===== config.mk =====
export PLATFORM = sky130hd
export DESIGN_NAME = mem_port_arbiter
export DESIGN_NICKNAME = d
export VERILOG_FILES = /design/src/rtl/mem_port_arbiter_pkg.sv /design/src/rtl/mem_port_arbiter_rr_picker.sv /design/src/rtl/mem_port_arbiter.sv
export SDC_FILE = /design/constraint.sdc
export NUM_CORES = 1
export LEC_CHECK = 0
export CORE_MARGIN = 2
export CORE_UTILIZATION = 41
export DETAILED_ROUTE_END_ITERATION = 10
export GPL_ROUTABILITY_DRIVEN = 0
export PLACE_DENSITY_LB_ADDON = 0.08
export SLEW_MARGIN = 0
export SYNTH_ARGS = -nofsm -noshare
export SYNTH_HDL_FRONTEND = slang
export SYNTH_SLANG_ARGS = --single-unit

===== constraint.sdc =====
create_clock -name clk -period 3.2 [get_ports clk]
set_input_delay 0.8 -clock clk [delete_from_list [all_inputs] [get_ports clk]]
set_output_delay 0.8 -clock clk [all_outputs]
set_load 0.005 [all_outputs]

===== src/rtl/mem_port_arbiter_pkg.sv =====
// Shared encodings for the memory-port arbiter: FSM states and requester indices.
package mem_port_arbiter_pkg;

  typedef enum logic [1:0] {
    ST_IDLE = 2'd0,
    ST_WAIT = 2'd1,
    ST_RESP = 2'd2
  } state_t;

  localparam int REQ_FETCH = 0;
  localparam int REQ_DATA  = 1;
  localparam int REQ_DEBUG = 2;

  localparam int OWNER_W = 3;

endpackage


===== src/rtl/mem_port_arbiter_rr_picker.sv =====
// Combinational round-robin search: lowest requesting index at or above ptr,
// wrapping to the lowest requesting index overall. Reusable by other bus arbiters.
module rr_picker
  import mem_port_arbiter_pkg::*;
#(
  parameter int N = 3
) (
  input  logic [N-1:0]       req,
  input  logic [OWNER_W-1:0] ptr,
  output logic [N-1:0]       grant,
  output logic [OWNER_W-1:0] idx,
  output logic               any
);

  logic [N-1:0] upper;
  logic [N-1:0] src;

  always_comb begin
    upper = '0;
    for (int j = 0; j < N; j++) begin
      upper[j] = req[j] && (OWNER_W'(j) >= ptr);
    end
    // Prefer requesters at or above the pointer; otherwise wrap around.
    src   = (|upper) ? upper : req;
    grant = src & (~src + 1'b1);
    idx   = '0;
    for (int j = N - 1; j >= 0; j--) begin
      if (src[j]) idx = OWNER_W'(j);
    end
    any = |req;
  end

endmodule


===== src/rtl/mem_port_arbiter.sv =====
// Shares one single-ported synchronous RAM between fetch, data and debug ports,
// with round-robin arbitration and response routing back to the owning requester.
module mem_port_arbiter
  import mem_port_arbiter_pkg::*;
#(
  parameter int NREQ    = 3,
  parameter int AW      = 32,
  parameter int DW      = 32,
  parameter int MEM_LAT = 1
) (
  input  logic               clk,
  input  logic               reset,
  input  logic [NREQ-1:0]    req_valid,
  input  logic [NREQ-1:0]    req_we,
  input  logic [NREQ*AW-1:0] req_addr,
  input  logic [NREQ*DW-1:0] req_wdata,
  output logic [NREQ-1:0]    req_ready,
  output logic [NREQ-1:0]    rsp_valid,
  output logic [DW-1:0]      rsp_rdata,
  output logic               mem_en,
  output logic               mem_we,
  output logic [AW-1:0]      mem_addr,
  output logic [DW-1:0]      mem_wdata,
  input  logic [DW-1:0]      mem_rdata,
  output logic               busy,
  output logic [2:0]         owner,
  output logic [1:0]         dbg_state
);

  // Handshake: a requester holds req_valid and its fields stable until it sees
  // req_ready[i] high in a cycle; that cycle is the transfer. Dropping req_valid
  // before then withdraws the request. rsp_valid is a one-cycle pulse with no
  // backpressure, so requesters must capture rsp_rdata when it is seen.

  localparam int CW = (MEM_LAT > 1) ? $clog2(MEM_LAT) : 1;

  state_t        state, state_n;
  logic [CW-1:0] cnt, cnt_n;
  logic [2:0]    rr_ptr, rr_ptr_n;
  logic [2:0]    owner_q;
  logic [AW-1:0] addr_q;
  logic [DW-1:0] wdata_q;
  logic [DW-1:0] rdata_q;

  logic [NREQ-1:0] pick_oh;
  logic [2:0]      pick_idx;
  logic            pick_any;
  logic            grant;
  logic            grant_we;

  rr_picker #(.N(NREQ)) u_rr_picker (
    .req   (req_valid),
    .ptr   (rr_ptr),
    .grant (pick_oh),
    .idx   (pick_idx),
    .any   (pick_any)
  );

  // RESP also grants, so a read occupies the port for MEM_LAT+1 cycles.
  always_comb begin
    grant    = reset && pick_any && (state == ST_IDLE || state == ST_RESP);
    grant_we = |(req_we & pick_oh);
    rr_ptr_n = (pick_idx == 3'(NREQ - 1)) ? 3'd0 : pick_idx + 3'd1;
  end

  always_comb begin
    req_ready = grant ? pick_oh : '0;
    mem_en    = grant;
    mem_we    = grant && grant_we;
    mem_addr  = addr_q;
    mem_wdata = wdata_q;
    if (grant) begin
      for (int i = 0; i < NREQ; i++) begin
        if (pick_oh[i]) begin
          mem_addr  = req_addr[i*AW +: AW];
          mem_wdata = req_wdata[i*DW +: DW];
        end
      end
    end
  end

  always_comb begin
    for (int i = 0; i < NREQ; i++) begin
      rsp_valid[i] = (state == ST_RESP) && (owner_q == 3'(i));
    end
    rsp_rdata = rdata_q;
    busy      = (state == ST_WAIT);
    owner     = owner_q;
    dbg_state = state;
  end

  always_comb begin
    state_n = state;
    cnt_n   = cnt;
    case (state)
      ST_IDLE, ST_RESP: begin
        state_n = ST_IDLE;
        if (grant && !grant_we) begin
          state_n = ST_WAIT;
          cnt_n   = CW'(MEM_LAT - 1);
        end
      end
      ST_WAIT: begin
        if (cnt == '0) state_n = ST_RESP;
        else           cnt_n   = cnt - 1'b1;
      end
      default: state_n = ST_IDLE;
    endcase
  end

  always_ff @(posedge clk or negedge reset) begin
    if (!reset) begin
      state   <= ST_IDLE;
      cnt     <= '0;
      rr_ptr  <= '0;
      owner_q <= '0;
      addr_q  <= '0;
      wdata_q <= '0;
      rdata_q <= '0;
    end else begin
      state <= state_n;
      cnt   <= cnt_n;
      if (grant) begin
        owner_q <= pick_idx;
        rr_ptr  <= rr_ptr_n;
        addr_q  <= mem_addr;
        wdata_q <= mem_wdata;
      end
      // Last WAIT cycle is the one where the RAM output carries this read.
      if (state == ST_WAIT && cnt == '0) rdata_q <= mem_rdata;
    end
  end

endmodule


==> impl_metrics.tcl, run 1 <==
set metrics [dict create \
    yosysSeqAreaShare_pct 37.7 \
    start_kind "input port" \
    final_common_cell "clkdlybuf4s50_1" \
    status "finished, violations left" \
    final_cell_mix "269 x clkdlybuf4s50_1, 127 x buf_4, 111 x o221a_1" \
    portBuffers 340 \
    r2r-start "owner[0]" \
    pwr-share-clk_pct 15.7 \
    syn_inst 583 \
    firstDrtPassIters 5 \
    cts_made_buffers 9 \
    path_class "input port to flop" \
    max_freq_ghz 0.311 \
    hold_viol 0 \
    finalClockSkew_ps 10.0 \
    setup_viol 1 \
    cp_data_required_time_ps 3440 \
    violations "setup timing" \
    hp-start "rsp_rdata[21]" \
    yosys.area.top_type_share_pct 37.7 \
    cts_tree "built" \
    drtIter0Drc 644 \
    grt_overflow 0 \
    grt_usage_pct 33.0 \
    vias_per_cell 6.59 \
    synth_area_mm2 0.00677 \
    ys_types 35 \
    async_flop_share_pct 100 \
    wl_per_cell_um 24.6 \
    power_frac_seq_pct 31.1 \
    start_util_pct 42.3 \
    hold_path_class "flop to flop" \
    p_per_area_mw_per_mm2 579 \
    hold_slack_ps 511 \
    post-route-period-util_pct 101 \
    drive_gt1_share_pct 31.2 \
    dp_cells 1147 \
    layout_min_cycle_time_ps 3220 \
    cts_root_buf "clkbuf_16" \
    drtAntennaViolNets 0 \
    tightest_slew_ps 726 \
    yosys_warnings 0 \
    post-place-ws_ps -692 \
    fin_nets 1248 \
    cp_max_fo 13 \
    power.total_w 0.00702 \
    grt_pass1_wl_um 46200 \
    maxSlewViolCount 0 \
    synth_top_cell_by_area "dfrtp_1" \
    synth_area_leaders "dfrtp_1 38%, o221a_1 19%, o2111ai_1 8.3%, o32ai_1 8.3%, mux2_2 5.3%" \
    setup_slack_ps -18.7 \
    synth-edff-count 0 \
    clock_path_buffers 2 \
    syn_avg_cell_area_um2 11.6 \
    antenna_found_initial 2 \
    startpoint "req_valid[2]" \
    clk_latency_ps 360 \
    final_cells 1239 \
    drc 0 \
    synth_fp_nets 815 \
    drv_cap 0 \
    arrival_ps 3460 \
    endpoint_kind "flop" \
    cts_hold_repair.buffers 0 \
    clock-sinks 102 \
    vias 8165 \
    die_w_um 132 \
    rows 46 \
    p_int_w 0.00459 \
    path_clk_slew_ps 80 \
    slew-limit-headroom_pct 51.6 \
    dp_hpwl_um 20100 \
    grt_pass1_vias 8317 \
    io_pins 342 \
    ir_drop_mv 0.330 \
    pwr-share-comb_pct 53.2 \
    syn_to_final_growth_pct 79.0 \
    htree_levels 3 \
    synth_flop_cell "dfrtp_1" \
    yosys_register_bits 102 \
    die_h_um 132 \
    die_area_mm2 0.0176 \
    grt_max_degree 55 \
    switching_share_pct 34.6 \
    rsz0062_at_grt "yes" \
    power_leakage_nw 4.53 \
    setup_tns_ps -18.7 \
    p_switching_w 0.00243 \
    core_area_mm2 0.0160 \
    drt-total-wl_um 30500 \
]
[registers in the layout, indices dropped and copies added (netlist names)]
name	flops
dbg_state	2
wdata_q	32
rsp_rdata	32
addr_q	32
rr_ptr	2
owner	2
[final cells by class]
| class | count | area [um^2] |
|---|---|---|
| antenna | 2 | 5.00 |
| tap | 216 | 270 |
| clock inverter | 5 | 46.3 |
| multi-input combinational | 381 | 3870 |
| sequential | 102 | 2550 |
| clock buffer | 11 | 243 |
| fill | 1065 | 3880 |
| timing repair buffer | 519 | 5100 |
| inverter | 3 | 23.8 |
[final timing paths]
check | end | slack [ps] | cells past startpoint
setup / recovery | addr_q[14] | -20 | 20
hold / removal | rsp_rdata[21] | 510 | 1
setup reg to reg | addr_q[14] | 20 | 19
hold reg to reg | rsp_rdata[21] | 510 | 1
max in group asynchronous | rr_ptr[0] | 1440 | 3
min in group asynchronous | wdata_q[23] | 570 | 2
[power groups by stage]
stage / logic [W] / registers (W) / clock network, W
after floorplan: 0.00164 / 0.00209 / 0
after global placement: 0.00352 / 0.00213 / 0
after detailed placement: 0.00359 / 0.00217 / 0
after CTS: 0.00362 / 0.00216 / 0.00112
after global routing: 0.00394 / 0.00223 / 0.00118
final: 0.00373 / 0.00218 / 0.00110
[stage by stage]
step / instance area (um^2) / utilization (%)
after floorplan: 6770 / -
after global placement: 11000 / 68.8
after detailed placement: 11000 / 68.8
after CTS: 12000 / 74.8
after global routing: 12100 / 75.7
final: 12100 / 75.7
[per-layer routing]
metal / vias to the layer above / wire length (um) / track usage (%) / share of wire (%)
met1: 4036 / 11300 / 39.9 / 37
met5: - / 0 / 0 / 0
met3: 99 / 2650 / 6.21 / 8.7
met4: 0 / 1360 / 15.5 / 4.4
li1: 3518 / - / - / -
met2: 512 / 15200 / 56.9 / 50
[Yosys cell counts (2+ instances only)]
cell         n
buf_4        3
o221a_2     14
a21o_1       2
clkbuf_1    61
nor4bb_1     2
nand2_1      3
mux2_2      32
dfrtp_1    102
buf_2       19
nor2b_1      2
nand2b_1     2
buf_1        2
o32ai_1     64
inv_1        2
o211a_1      2
o211ai_2    21
o2111ai_1   64
o211ai_1    44
buf_6       12
o221a_1    114
and2_1       2
[worst max-delay path, cell delays in order]
cell and delay [ps]:
buf_6 110, and4bb_4 210, buf_12 130, buf_12 140, o32ai_4 260, o211ai_1 160, buf_4 170, buf_4 120
buf_4 120, buf_4 120, buf_4 120, buf_4 120, buf_4 120, buf_6 110, buf_4 120, buf_6 110
buf_6 110, buf_6 100, buf_6 100, o221a_1 100
[kinds of logic after synthesis]
group                  Yosys count  synth area share [%]
AO/OA/AOI/OAI                  328                  47.5
XOR/XNOR                         1                 0.129
buffers and inverters          100                  7.39
flip-flops                     102                  37.7
multiplexers                    32                  5.32
other                            1                0.0554
AND/OR/NAND/NOR                 19                  1.92
[what timing repair did]
action | in CTS | in global routing
pin swaps | 31 | 20
gates cloned | 7 | 3
resized for setup | 191 | 43
setup endpoints to repair | 69 | 67
setup buffers | 46 | 24
Note: power is estimated with default switching activity, not from simulation.
==> inputs of run 2 (changes only) <==
- CORE_AREA: default -> 2 2 134 136
- CORE_MARGIN: 2 -> default
- CORE_UTILIZATION: 41 -> default
- CTS_BUF_LIST: default -> sky130_fd_sc_hd__clkbuf_4 sky130_fd_sc_hd__clkbuf_8
- DIE_AREA: default -> 0 0 136 138
- GPL_TIMING_DRIVEN: default -> 0
==> run 2 against run 1 <==
The flow still finishes with violations (setup timing). Clock skew shrank 3.7 ps. Combinational power is 3% lower. Sequential cell count unchanged. Sequential power barely moved. Fmax is 0.20% lower. Critical path type unchanged. Largest cell class unchanged. Highest routed layer unchanged.
==> impl_metrics.tcl, run 2 (same netlist as run 1, synthesis figures left out) <==
set metrics [dict create \
    max_freq_ghz 0.310 \
    use_met2_pct 51.0 \
    hold_viol 0 \
    portBuffers 340 \
    p_per_area_mw_per_mm2 573 \
    busiest_layer "met2" \
    drive_gt1_share_pct 32.7 \
    grt_usage_pct 31.9 \
    cts_made_buffers 9 \
    utilization_pct 66.9 \
    htree_levels 3 \
    path_clk_slew_ps 120 \
    tightest_slew_ps 712 \
    vias_per_cell 6.51 \
    setup_slack_ps -25.2 \
    arrival_ps 3530 \
    finalClockSkew_ps 6.27 \
    rsz0062_at_grt "yes" \
    status "finished, violations left" \
    fin_nets 1228 \
    ff2ff_setup_slack_ps 10 \
    die_h_um 138 \
    drtIter0Drc 604 \
    drc 0 \
    slew-limit-headroom_pct 52.5 \
    cp_data_required_time_ps 3500 \
    slowest_delay_ps 280 \
    grt_pass1_wl_um 46300 \
    start_kind "input port" \
    hold_path_class "input port to async pin" \
    cts_tree "built" \
    violations "setup timing" \
    cts_root_buf "clkbuf_8" \
    cp_max_fo 10 \
    worst-path-buf-inv 16 \
    endpoint_kind "flop" \
    use_met3_pct 8.07 \
    maxSlewViolCount 0 \
    path_class "input port to flop" \
    r2r-start "rr_ptr[0]" \
    firstDrtPassIters 5 \
    drv_cap 0 \
    core_area_mm2 0.0175 \
    wl_per_cell_um 25.6 \
    dp_hpwl_um 21000 \
    cp_top_family "buffers and inverters" \
    reg2reg_to "wdata_q[23]" \
    vias 8008 \
    layout_min_cycle_time_ps 3230 \
    antenna_found_initial 1 \
    drtAntennaViolNets 0 \
    grt_max_degree 28 \
    worstPathCellList "buf_2 -> or2_4 -> buf_8 -> clkbuf_8 -> o32ai_2 -> o211ai_1 -> buf_4 -> buf_4 -> buf_4 -> buf_4 -> buf_4 -> buf_4 -> buf_4 -> buf_4 -> buf_4 -> buf_6 -> buf_6 -> buf_6 -> buf_6 -> o221a_1" \
    cp_common_cell "buf_4" \
    post-route-period-util_pct 101 \
    die_w_um 136 \
    power.total_w 0.00672 \
    ir_drop_mv 0.352 \
    setup_viol 3 \
    rows 49 \
    die_area_mm2 0.0188 \
    grt_overflow 0 \
    io_pins 342 \
    clk_latency_ps 410 \
    start_util_pct 38.6 \
    clock_path_buffers 2 \
    final_cell_mix "269 x clkdlybuf4s50_1, 111 x o221a_1, 100 x dfrtp_1" \
    cpMaxStageDelayCell "or2_4" \
    grt_use_met1_pct 41.0 \
    grt_pass1_vias 8133 \
    final_common_cell "clkdlybuf4s50_1" \
    drt-total-wl_um 31600 \
    power_leakage_nw 4.37 \
    syn_to_final_growth_pct 73.3 \
    reg2regPathDepth 19 \
    clock-sinks 102 \
]
## run 2: area by class of cell
| type | count | area [um^2] |
|---|---|---|
| Fill cell | 1337 | 5800 |
| Timing Repair Buffer | 408 | 3970 |
| Multi-Input combinational cell | 381 | 3940 |
| Sequential cell | 102 | 2550 |
| Buffer | 91 | 749 |
| Tap cell | 229 | 287 |
| Clock buffer | 10 | 138 |
| Clock inverter | 6 | 81.3 |
| Inverter | 3 | 16.3 |
| Antenna cell | 1 | 2.50 |
## run 2: layer usage
| metal | routed length [um] | up-vias | part of all wire (%) |
|---|---|---|---|
| li1 | - | 3470 | - |
| met1 | 12200 | 3946 | 39 |
| met2 | 15000 | 526 | 48 |
| met3 | 3250 | 66 | 10 |
| met4 | 1080 | 0 | 3.4 |
| met5 | 0 | - | 0 |
## run 2: power breakdown
group / switching, W / internal (W)
Sequential: 0.000387 / 0.00177
Combinational: 0.00149 / 0.00212
Clock: 0.000547 / 0.000406
Total: 0.00243 / 0.00430
## run 2: worst max path at each step
stage / from / end / slack (ps) / cells past startpoint
after global routing: rr_ptr[0] / mem_wdata[11] / -110 / 8
after floorplan: req_valid[1] / mem_wdata[0] / 390 / 7
final: req_valid[2] / wdata_q[23] / -30 / 20
after detailed placement: reset / mem_addr[21] / -1750 / 9
after CTS: rr_ptr[0] / mem_addr[3] / -80 / 8
after global placement: reset / mem_addr[3] / -5000 / 8
## run 2: worst reg2reg max path, delay by kind of cell (launching register included)
family	cells	cell delay (ps)
AOI/OAI and AO/OA	3	510
xor gates and xnor gates	1	180
DFF	1	470
buffers and inverters	15	1930
## run 2: through the flow
stage	hold slack (ps)	TNS [ps]	worst slack (ps)	cell area (um^2)	std cells
2_1_floorplan	474	0	394	6770	583
3_3_place_gp	488	-857300	-5000	10500	1152
3_5_place_dp	494	-124520	-1750	10500	1153
4_1_cts	202	-1810	-83.8	11600	1213
5_1_grt	170	-2710	-109	11700	1231
6_report	200	-60.0	-25.2	11700	1231
## run 2: timing repair
item                                    4_1_cts  5_1_grt
gates cloned                                 10        6
pin swaps                                    41       21
endpoints found under the setup margin       70       68
hold buffers                                  0        0
gates resized for setup                     380       72
setup buffers                                38       16
==> inputs of run 3 (changes only) <==
- CORE_AREA: 2 2 134 136 -> default
- CORE_MARGIN: default -> 2
- CORE_UTILIZATION: default -> 41
- CTS_BUF_LIST: sky130_fd_sc_hd__clkbuf_4 sky130_fd_sc_hd__clkbuf_8 -> default
- DIE_AREA: 0 0 136 138 -> default
- SYNTH_HIERARCHICAL: default -> 1
==> run 3 against run 2 <==
The run still ends with setup timing left. Via count is 8.2% lower. Clock skew rose by 1.8 ps. Wire length is 15% lower. Synthesized cell count is 18% higher. Final area grew 3.0%. Largest cell class unchanged. Count of clock-buffer cells in the layout down 1. Fmax shrank 2.7%. Global-route usage down 2.4 points. Critical path depth down 11. Highest routed layer unchanged. Sequential power is 3% higher. Register-to-register slack improved by 550 ps. Die area shrank 7.4%. Critical endpoint is now mem_wdata[20].
==> impl_metrics.tcl, run 3 <==
set metrics [dict create \
    status "finished, violations left" \
    violations "setup timing" \
    syn_avg_cell_area_um2 9.73 \
    r2r-start "rr_ptr[1]" \
    setup_viol 28 \
    yosys_warnings 6 \
    ir_drop_mv 0.460 \
    max_freq_ghz 0.302 \
    synth_fp_nets 920 \
    cp_common_cell "buf_12" \
    antenna_found_initial 2 \
    clk_latency_ps 370 \
    start_kind "flop" \
    synth_area_mm2 0.00670 \
    seq_area_mm2 0.00261 \
    clock_path_buffers 2 \
    arrival_ps 2520 \
    path_clk_slew_ps 90 \
    drc 0 \
    num-fill-cells 1179 \
    power_frac_seq_pct 26.0 \
    start_util_pct 42.0 \
    switching_share_pct 36.2 \
    ys_types 30 \
    cpMaxStageDelayCell "o311a_4" \
    fin_nets 1377 \
    grt_max_degree 41 \
    post-route-period-util_pct 104 \
    synth-edff-count 0 \
    die_area_mm2 0.0174 \
    syn_to_final_growth_pct 80.5 \
    portBuffers 341 \
    slowest_delay_ps 410 \
    grt_overflow 0 \
    setup_slack_ps -116 \
    drv_cap 0 \
    cts_made_buffers 9 \
    drtAntennaViolNets 0 \
    async_flop_share_pct 100 \
    pwr-share-comb_pct 59.8 \
    cts_root_buf "clkbuf_16" \
    cp_max_fo 7 \
    synth_flop_cell "dfrtp_1" \
    yosysSeqAreaShare_pct 38.9 \
    grt_usage_pct 29.4 \
    io_pins 342 \
    startpoint "rr_ptr[1]" \
    firstDrtPassIters 4 \
    hold_path_class "input port to async pin" \
    p_per_area_mw_per_mm2 707 \
    drt-total-wl_um 26800 \
    wl_per_cell_um 19.6 \
    synth_top_cell_by_area "dfrtp_1" \
    cts_hold_repair.buffers 0 \
    utilization_pct 75.8 \
    post-place-ws_ps -1210 \
    final_cell_mix "271 x clkdlybuf4s50_1, 168 x a21oi_1, 102 x dfrtp_1" \
    maxSlewViolCount 0 \
    endpoint_kind "primary output" \
    power_leakage_nw 5.08 \
    yosys.area.top_type_share_pct 38.9 \
    hold_viol 0 \
    vias 7353 \
    pwr-share-clk_pct 14.2 \
    path_class "flop to primary output" \
    grt_pass1_vias 7362 \
    clock-sinks 104 \
    rsz0062_at_grt "yes" \
    htree_levels 3 \
    finalClockSkew_ps 8.09 \
    synth_area_leaders "dfrtp_1 39%, a21oi_1 14%, mux2_2 10%, mux2_4 8.5%, o211ai_2 7.1%" \
    drtIter0Drc 375 \
    synth_common_cells "193 x a21oi_1, 104 x dfrtp_1, 69 x nor2_1" \
    die_h_um 132 \
    grt_pass1_wl_um 40400 \
    final_common_cell "clkdlybuf4s50_1" \
    cts_tree "built" \
    synth.most_common_cell "a21oi_1" \
    drive_gt1_share_pct 36.1 \
    worstPathCellList "nand2b_4 -> o311a_4 -> buf_12 -> buf_12 -> buf_12 -> mux2_4 -> o211ai_2 -> a21oi_1 -> buf_2" \
    die_w_um 132 \
    multi_input_area_mm2 0.00399 \
    p_int_w 0.00546 \
    cp_data_required_time_ps 2400 \
    core_area_mm2 0.0159 \
    syn_inst 688 \
    dp_hpwl_um 17500 \
    vias_per_cell 5.37 \
    power.total_w 0.00855 \
    yosys_register_bits 104 \
    layout_min_cycle_time_ps 3320 \
    p_switching_w 0.00309 \
    rows 46 \
]
-- run 3: cell count changes after synthesis, moves of 14 or more --
cell,previous run,this run
a21oi_1,0,193
nor2_1,1,69
o211ai_1,44,26
nand2b_1,2,65
o221a_1,114,0
mux2_4,0,38
clkbuf_1,61,15
o2111ai_1,64,0
o32ai_1,64,0
o211ai_2,21,38
o221a_2,14,0
mux2_2,32,60
-- run 3: timing repair --
| action | 4_1_cts | 5_1_grt |
|---|---|---|
| setup buffers | 66 | 37 |
| gates resized for setup | 363 | 72 |
| setup endpoints to repair | 69 | 66 |
| pin swaps | 90 | 82 |
| cloned | 8 | 3 |
-- run 3: routing by layer --
metal / part of all wire [%] / wire [um] / up-vias / global-route usage [%]
met5: 0 / 0 / - / 0
met4: 3.1 / 819 / 0 / 9.36
met3: 7.6 / 2030 / 46 / 9.23
met2: 50 / 13500 / 314 / 51.4
met1: 39 / 10400 / 3583 / 34.4
li1: - / - / 3410 / -
-- run 3: worst max-delay path: cells and delay by family (launching register included) --
kind / cells / cell delay [ps]
flip-flops: 1 / 400
AO/OA/AOI/OAI: 3 / 720
multiplexers: 1 / 290
buffers and inverters: 4 / 580
AND/OR/NAND/NOR: 1 / 140
-- run 3: worst paths after layout --
path                                 end  slack [ps]  depth (start not counted)
setup / recovery           mem_wdata[20]        -120                          9
max in group asynchronous    wdata_q[26]        2400                          2
hold / removal                wdata_q[9]         240                          1
min in group clk           rsp_rdata[12]         510                          1
hold reg to reg            rsp_rdata[12]         510                          1
setup reg to reg             wdata_q[25]         560                         14
-- run 3: cell families after synthesis --
| logic type | Yosys count | synth area share [%] |
|---|---|---|
| AO/OA/AOI/OAI | 266 | 25.5 |
| XOR/XNOR | 1 | 0.131 |
| buffers and inverters | 60 | 4.91 |
| flip-flops | 104 | 38.9 |
| multiplexers | 98 | 18.6 |
| other | 1 | 0.0560 |
| AND/OR/NAND/NOR | 158 | 12.0 |
-- run 3: power by group through the flow --
stage                     Sequential (W)  Clock, W  Combinational (W)
after global placement           0.00221         0            0.00421
final                            0.00223   0.00121            0.00511
after global routing             0.00230   0.00128            0.00547
after detailed placement         0.00223         0            0.00425
after CTS                        0.00221   0.00123            0.00481
after floorplan                  0.00219         0            0.00227
-- run 3: per-stage QoR --
step | area [um^2] | std cells | setup TNS [ps] | hold slack [ps]
finish | 12100 | 1369 | -962 | 241
global route | 12100 | 1368 | -3470 | 231
CTS | 11700 | 1336 | -2680 | 252
detailed placement | 10400 | 1246 | -66400 | 495
global placement | 10400 | 1245 | -899660 | 488
floorplan | 6700 | 688 | 0 | 494
-- run 3: layout make-up --
type	count	area share (%)
Antenna cell	3	0.0621
Buffer	53	4.95
Clock buffer	9	1.86
Clock inverter	7	0.859
Inverter	4	0.145
Multi-Input combinational cell	524	33.0
Sequential cell	104	21.6
Tap cell	216	2.24
Timing Repair Buffer	449	35.3
